==> config.mk <==
export PLATFORM = sky130hd
export DESIGN_NAME = tt_um_demo_sum_tester
export DESIGN_NICKNAME = d
export VERILOG_FILES = /design/src/rtl/sum_tester_pkg.sv /design/src/rtl/sum_tester_lfsr16.sv /design/src/rtl/tt_um_demo_sum_tester.sv
export SDC_FILE = /design/constraint.sdc
export NUM_CORES = 1
export LEC_CHECK = 0
export CORE_MARGIN = 2
export CORE_UTILIZATION = 61
export CTS_CLUSTER_SIZE = 20
export DETAILED_ROUTE_END_ITERATION = 16
export PLACE_DENSITY = 0.89
export SYNTH_ARGS = -nofsm -noshare
export SYNTH_HDL_FRONTEND = slang
export SYNTH_SLANG_ARGS = --single-unit
==> constraint.sdc <==
create_clock -name clk -period 6 [get_ports clk]
set_input_delay 1.8 -clock clk [delete_from_list [all_inputs] [get_ports clk]]
set_output_delay 1.8 -clock clk [all_outputs]
set_load 0.01 [all_outputs]
==> src/rtl/sum_tester_pkg.sv <==
// Shared types and constants for the sum tester tile.
// The optional SUM_TESTER_LOOP_EN build uses REPORT_HOLD to time the
// report phase before the next run starts.
package sum_tester_pkg;

  // Tester phases; ST_DRIVE is the reset state.
  typedef enum logic [1:0] {
    ST_DRIVE  = 2'd0,
    ST_SETTLE = 2'd1,
    ST_SAMPLE = 2'd2,
    ST_REPORT = 2'd3
  } state_t;

  // Feedback taps q[15]^q[13]^q[12]^q[10], shifted left into bit 0.
  localparam logic [15:0] LFSR_TAPS = 16'hB400;

  // Power-on LFSR state; must be nonzero or the sequence locks up.
  localparam logic [15:0] DEFAULT_SEED = 16'hACE1;

  // Report hold length (cycles) when the run loops.
  localparam int REPORT_HOLD = 256;

  // One shift of the operand generator.
  function automatic logic [15:0] lfsr_next(input logic [15:0] q);
    return {q[14:0], ^(q & LFSR_TAPS)};
  endfunction

endpackage

==> src/rtl/sum_tester_lfsr16.sv <==
// Seedable 16-bit Fibonacci LFSR. Reset and load both place SEED/seed_i
// in the register; step_i advances one position.
module sum_tester_lfsr16
  import sum_tester_pkg::*;
#(
  parameter logic [15:0] SEED = DEFAULT_SEED
) (
  input  logic        clk,
  input  logic        rst_n,
  input  logic        step_i,
  input  logic        load_i,
  input  logic [15:0] seed_i,
  output logic [15:0] q_o
);

  logic [15:0] lfsr_q;
  logic [15:0] lfsr_d;

  // Load takes priority over step so a reseed is never skipped.
  always_comb begin
    lfsr_d = lfsr_q;
    if (load_i) begin
      lfsr_d = seed_i;
    end else if (step_i) begin
      lfsr_d = lfsr_next(lfsr_q);
    end
  end

  // State register; asynchronous reset returns to the seed.
  always_ff @(posedge clk or negedge rst_n) begin
    if (!rst_n) begin
      lfsr_q <= SEED;
    end else begin
      lfsr_q <= lfsr_d;
    end
  end

  assign q_o = lfsr_q;

endmodule

==> src/rtl/tt_um_demo_sum_tester.sv <==
// Self-running stimulus/checker for an 8-bit adder tile.
// Drives LFSR operand pairs on uo_out/uio_out, checks the returned sum on
// ui_in, then reports error count and status on the same pins.
// Optional macro SUM_TESTER_LOOP_EN: after 256 report cycles the run restarts
// with cleared counters and the LFSR continuing its sequence.
module tt_um_demo_sum_tester
  import sum_tester_pkg::*;
#(
  parameter int          NUM_VECTORS   = 64,
  parameter int          SETTLE_CYCLES = 2,
  parameter logic [15:0] LFSR_SEED     = DEFAULT_SEED
) (
  input  logic       clk,
  input  logic       rst_n,
  input  logic       ena,
  input  logic [7:0] ui_in,
  output logic [7:0] uo_out,
  input  logic [7:0] uio_in,
  output logic [7:0] uio_out,
  output logic [7:0] uio_oe
);

  localparam logic [15:0] SETTLE_LAST = 16'(SETTLE_CYCLES - 1);
  localparam logic [8:0]  VEC_LAST    = 9'(NUM_VECTORS - 1);

  state_t      state_q, state_d;
  logic [7:0]  a_q, a_d;
  logic [7:0]  b_q, b_d;
  logic [7:0]  exp_q, exp_d;
  logic [15:0] settle_q, settle_d;
  logic [7:0]  err_q, err_d;
  logic [8:0]  vec_q, vec_d;
  logic        ff_seen_q, ff_seen_d;
  logic [5:0]  first_fail_q, first_fail_d;
  logic        lfsr_step;
  logic [15:0] lfsr_q;
  logic        pass;

`ifdef SUM_TESTER_LOOP_EN
  localparam logic [7:0] HOLD_LAST = 8'(REPORT_HOLD - 1);
  logic [7:0]  hold_q, hold_d;
`endif

  // ena and uio_in carry no information for this tile.
  logic unused_inputs;
  assign unused_inputs = &{1'b0, ena, uio_in};

  sum_tester_lfsr16 #(
    .SEED (LFSR_SEED)
  ) u_lfsr (
    .clk    (clk),
    .rst_n  (rst_n),
    .step_i (lfsr_step),
    .load_i (1'b0),
    .seed_i (LFSR_SEED),
    .q_o    (lfsr_q)
  );

  // Next-state and datapath updates for the drive/settle/sample/report loop.
  always_comb begin
    state_d      = state_q;
    a_d          = a_q;
    b_d          = b_q;
    exp_d        = exp_q;
    settle_d     = settle_q;
    err_d        = err_q;
    vec_d        = vec_q;
    ff_seen_d    = ff_seen_q;
    first_fail_d = first_fail_q;
    lfsr_step    = 1'b0;
`ifdef SUM_TESTER_LOOP_EN
    hold_d       = hold_q;
`endif
    unique case (state_q)
      ST_DRIVE: begin
        a_d      = lfsr_q[15:8];
        b_d      = lfsr_q[7:0];
        exp_d    = lfsr_q[15:8] + lfsr_q[7:0];
        settle_d = 16'd0;
        state_d  = ST_SETTLE;
      end
      ST_SETTLE: begin
        if (settle_q == SETTLE_LAST) begin
          state_d = ST_SAMPLE;
        end else begin
          settle_d = settle_q + 16'd1;
        end
      end
      ST_SAMPLE: begin
        if (ui_in != exp_q) begin
          if (err_q != 8'hFF) begin
            err_d = err_q + 8'd1;
          end
          if (!ff_seen_q) begin
            ff_seen_d    = 1'b1;
            first_fail_d = (vec_q > 9'd63) ? 6'd63 : vec_q[5:0];
          end
        end
        lfsr_step = 1'b1;
        vec_d     = vec_q + 9'd1;
        state_d   = (vec_q == VEC_LAST) ? ST_REPORT : ST_DRIVE;
      end
      ST_REPORT: begin
`ifdef SUM_TESTER_LOOP_EN
        if (hold_q == HOLD_LAST) begin
          hold_d       = 8'd0;
          err_d        = 8'd0;
          vec_d        = 9'd0;
          ff_seen_d    = 1'b0;
          first_fail_d = 6'd0;
          state_d      = ST_DRIVE;
        end else begin
          hold_d = hold_q + 8'd1;
        end
`else
        // Terminal until reset.
        state_d = ST_REPORT;
`endif
      end
      default: state_d = ST_DRIVE;
    endcase
  end

  // State and datapath registers with asynchronous active-low reset.
  always_ff @(posedge clk or negedge rst_n) begin
    if (!rst_n) begin
      state_q      <= ST_DRIVE;
      a_q          <= 8'd0;
      b_q          <= 8'd0;
      exp_q        <= 8'd0;
      settle_q     <= 16'd0;
      err_q        <= 8'd0;
      vec_q        <= 9'd0;
      ff_seen_q    <= 1'b0;
      first_fail_q <= 6'd0;
    end else begin
      state_q      <= state_d;
      a_q          <= a_d;
      b_q          <= b_d;
      exp_q        <= exp_d;
      settle_q     <= settle_d;
      err_q        <= err_d;
      vec_q        <= vec_d;
      ff_seen_q    <= ff_seen_d;
      first_fail_q <= first_fail_d;
    end
  end

`ifdef SUM_TESTER_LOOP_EN
  // Report hold timer.
  always_ff @(posedge clk or negedge rst_n) begin
    if (!rst_n) begin
      hold_q <= 8'd0;
    end else begin
      hold_q <= hold_d;
    end
  end
`endif

  // Output mux: operands during a run, report word once the run is over.
  always_comb begin
    pass    = (err_q == 8'd0);
    uo_out  = a_q;
    uio_out = b_q;
    if (state_q == ST_REPORT) begin
      uo_out  = err_q;
      uio_out = {1'b1, pass, pass ? 6'd0 : first_fail_q};
    end
  end

  assign uio_oe = 8'hFF;

endmodule

Word level (Yosys, flattened, before mapping)
Cells that the tools add are included.

word-level totals
  flip-flop bits (word level) = 82
  output and inout bits = 24
  word-level logic and storage cells = 43
  bits of input ports = 19

operators by class
  equal/unequal tests = 9
  muxes and demuxes = 10
  reduce and logical (&&, ||, !) cells = 8
  add/sub/neg operators = 4
  order comparisons = 1
  bitwise operators = 1

operator list
  cell                                                 count
  case mux 16 bit (2 select lines)                     1
  adder 16 x 1 -> 16 bit (second input constant)       1
  == test 16 x 1 -> 1 bit (second input constant)      1
  2-to-1 mux 16 bit                                    1
  2-to-1 mux 8 bit                                     2
  XOR reduction 16 bit                                 1
  2-to-1 mux 6 bit                                     2
  adder 9 x 1 -> 9 bit (second input constant)         1
  == test 9 x 6 -> 1 bit (second input constant)       1
  > comparator 9 x 6 -> 1 bit (second input constant)  1
  adder 8 x 1 -> 8 bit (second input constant)         1
  adder 8 bit                                          1
  logical NOT 8 bit                                    1
  inequality test 8 bit                                1
  inequality test 8 bit (second input constant)        1
  case mux 2 bit (4 select lines)                      1
  AND reduction 3 bit                                  2
  == test 2 bit (second input constant)                2
  2-to-1 mux 2 bit                                     2
  inequality test 2 bit (second input constant)        2
  AND reduction 2 bit                                  2
  == test 2 x 1 -> 1 bit (second input constant)       1
  logical NOT 2 bit                                    1
  nonzero test 2 bit                                   1
  2 further kinds                                      2

Depth between registers and ports, before layout
  depth after elaboration = 3
  mapped depth = 8
  depth with buffers taken out = 8

By module
A second synthesis with hierarchy kept.

second synthesis, totals
  cell total of the unflattened synthesis = 439
  area total of the unflattened synthesis = 4,461.8 um^2

by module, submodules not included
  module                 area an instance (um^2)  cells an instance  sequential area each (um^2)  instances
  tt_um_demo_sum_tester  3,671.0                  366                1,651.6                      1
  sum_tester_lfsr16      790.8                    73                 410.4                        1

Least setup slack after synthesis
OpenSTA, ideal clock, no wires.

  kind = register to output
  start = register state_q[1]
  end = output port uo_out[2]
  stages on the path, launching flop included = 5
  data required time = 4,200 ps
  arrival time = 1,279 ps
  buffers on the path = 2
  setup slack = 2,921 ps
  cells stage by stage = dfrtp_1 clkbuf_1 nand2_1 clkbuf_1 mux2_2

on the way
  word-level cells in the longest chain between the ends = 2

ends and longest elaborated chain
  what                    line                          RTL
  from (decl)             tt_um_demo_sum_tester.sv:26   state_t state_q, state_d;
  from (signal assigned)  tt_um_demo_sum_tester.sv:137  state_q <= state_d;
  == test 2 bit           tt_um_demo_sum_tester.sv:165  if (state_q == ST_REPORT) begin
  2-to-1 mux 8 bit        tt_um_demo_sum_tester.sv:165
  to (decl)               tt_um_demo_sum_tester.sv:17   output logic [7:0] uo_out,

Every way passes these cells.

Final worst setup path
  start = register state_q[1]
  end = output port uio_out[3]

on the way
  word-level cells in the longest chain between the ends = 2

ends and longest elaborated chain
  what              line                          RTL
  == test 2 bit     tt_um_demo_sum_tester.sv:165
  2-to-1 mux 8 bit  tt_um_demo_sum_tester.sv:165
  to (decl)         tt_um_demo_sum_tester.sv:19   output logic [7:0] uio_out,

Every way passes these cells.

==> flow_summary.ini <==
[outcome]
status = completed

[power_and_ir_drop]
irDropWorstVdd_v = 0.000132
p_leak_nw = 2.22
cellPowerDensity_nw_per_um2 = 229

[worst_setup_path]
path_max_fanout = 21
crit_type = reg2out
r2r-end = first_fail_q[0]$_DFFE_PN0P_
required_ps = 4200
path_cells = nand2_1 -> a21oi_1 -> a22o_1 -> clkdlybuf4s50_1
start_kind = flip-flop
reg2reg_slack_ps = 3770
worst_path_max_delay_cell = a21oi_1
slowest_delay_ps = 700
r2r_start = state_q[1]$_DFFE_PN0P_
cp.arrival_ps = 3070
r2r_cells = 4
worst_setup_path_end_kind = primary output

[logic_synthesis]
synth_mux_area_frac = 0.0396
avgSynthCellArea_um2 = 9.35
ys_seq_area_frac = 0.494
synth_top_family_by_area = simple AND/OR/NAND/NOR gates
synth_top_area_frac = 0.444
synth_cells = 446
synth.distinct_cells = 44
synth_compound_area_frac = 0.0810
postSynth.asyncResetShare = 1.00
synth-simple-area-share = 0.232
ys.warnings.count = 0
ys.flop_type = dfrtp_1
synth_xor_area_frac = 0.0714
synth_seq_cells = 82
syn-cell-area_um2 = 4170
synth_edf_count = 0
yosys.area.top_type = dfrtp_1
synth_area_leaders = dfrtp_1, nand2_1, dfstp_2
synth_top_cells_by_count = nand2_1, dfrtp_1, o21ai_0
synth_fa_ha_area_frac = 0.0408
yosysMostFrequentCell = nand2_1

[floorplan]
chipHeight_um = 86.7
die_width_um = 86.7
die_area_um2 = 7510
initial_core_util = 0.621
std_cell_rows = 30
io_pins = 43
coreArea_um2 = 6720

[cells_and_area]
final_area_um2 = 4660
drive_gt1_frac = 0.0847
area_growth_pct = 11.7
fill_cells = 485
final_nets = 499
diodes = 0

[timing]
setup_viol = 0
finClkSkew_ps = 7.39
hold_violations = 0
rsz0062_at_grt = false
post-route-period-util = 0.811
final.min_clock_period_ps = 4870
slew_headroom = 0.328
fmax_mhz = 205
fin_tns_setup_ps = 0
worst_slew_pin_slew_ps = 1010
finalMaxSlewViolations = 0

[routing]
num_vias = 3202
drt_first_pass_iters = 5
wl_per_cell_um = 15.7
drcViolationCount = 0
avgViaCountPerCell = 5.80
wl_mm = 8.68
ant_nets = 0
drt_iter0_drc = 230

[clocking]
cts-root-buf = clkbuf_8
cts_buffer_depth = 2
cts_hold_buf = 0
htree_levels = 3
cts_setup_buffers = 0
path_clk_slew_ps = 80
insertion_delay_ps = 350
numCtsBuffers = 9
post_cts_resized = 0
cts_num_sinks = 82
cts_tree = built

[placement]
port-buffer-count = 25
place_congestion = 0.884
dp_hpwl_mm = 6.02
post_dp_cell_area_um2 = 4440

[grt]
grt_max_degree = 83
grt_pass1_wl_mm = 14.9
antenna_found_initial = 0
gr-total-overflow = 0
grt.total_usage = 0.254
grt_pass1_vias = 3311

[job]
cap_viol_max_count = 0

[min_path]
hp-start = ff_seen_q$_DFFE_PN0P_
holdCritPathClass = reg2reg
min_to = ff_seen_q$_DFFE_PN0P_
hold_depth = 1
-- report_power, final --
part	total [mW]	internal [mW]	switching (mW)
clock network	0.443	0.258	0.185
registers	0.581	0.563	0.0179
logic	0.0434	0.0170	0.0264
-- registers in the layout, summed over array words and instances (netlist names), 2 cells and up --
register      flops
u_lfsr.q_o       16
state_q           2
a_q               8
exp_q             8
b_q               8
settle_q         16
vec_q             9
first_fail_q      6
err_q             8
-- worst max path at each step --
stage	startpoint	end	slack, ps	depth (start not counted)
after CTS	state_q[1]$_DFFE_PN0P_	uio_out[3]	1190	4
after global routing	state_q[1]$_DFFE_PN0P_	uio_out[0]	960	4
after global placement	state_q[1]$_DFFE_PN0P_	uio_out[1]	1600	4
final	state_q[1]$_DFFE_PN0P_	uio_out[3]	1130	4
after floorplan	state_q[1]$_DFFE_PN0P_	uo_out[2]	2920	4
after detailed placement	state_q[1]$_DFFE_PN0P_	uio_out[3]	1590	4
-- cells in the final DEF, fill, tap and decap left out, types with 4 or more instances in the layout --
cell type / netlist / final
nand3_1: 18 / 18
a22o_1: 6 / 6
xor2_1: 17 / 17
o21ai_0: 25 / 25
nand2_1: 119 / 119
inv_1: 11 / 11
nor4_1: 5 / 5
clkbuf_8: 0 / 11
xnor2_1: 17 / 17
dfstp_2: 8 / 8
nand4_1: 7 / 7
nor3_1: 9 / 9
mux2_2: 12 / 12
ha_1: 12 / 12
a21oi_1: 14 / 14
and3_1: 4 / 4
dfrtp_1: 74 / 74
nand2b_1: 7 / 7
nor2_1: 18 / 18
clkdlybuf4s50_1: 0 / 24
conb_1: 1 / 8
-- critical path: cells and delay by family (launching register included) --
family / cells / cell delay [ps]
simple gates: 1 / 560
compound gates: 2 / 940
flops: 1 / 670
buf+inv: 1 / 550
-- routing by layer --
metal	track usage	share of wire	wire length (um)	up-vias
met2	0.426	0.51	4460	86
met5	0	0	0	-
li1	-	-	-	1532
met4	0.114	0.029	248	0
met3	0.0581	0.045	388	31
met1	0.315	0.41	3580	1553
-- through the flow --
stage	util	std cells	worst slack (ps)	power (mW)	hold slack, ps
after floorplan	-	453	2920	0.612	428
after global placement	0.660	536	1600	0.630	438
after detailed placement	0.660	536	1590	0.633	449
after CTS	0.693	552	1190	1.07	471
after global routing	0.693	552	962	1.10	488
final	0.693	552	1130	1.07	469
-- logic make-up after synthesis --
kind of cell | after synthesis
buffers and inverters | 35
flip-flops | 82
adder cells (fa/ha/maj) | 13
XOR/XNOR | 34
AND/OR/NAND/NOR | 209
other | 1
multiplexers | 15
AO/OA/AOI/OAI | 57
-- final cells by class --
class                   instances  area (um2)  area share
inverters                      11        41.3     0.00886
well taps                      80         100      0.0215
clock buffers                  14         163      0.0349
flip-flops and latches         82        2060       0.443
multi-input cells             336        1970       0.423
clock inverters                 2        60.1      0.0129
repair buffers                 27         263      0.0564
Power figures use the tool's default switching activity.
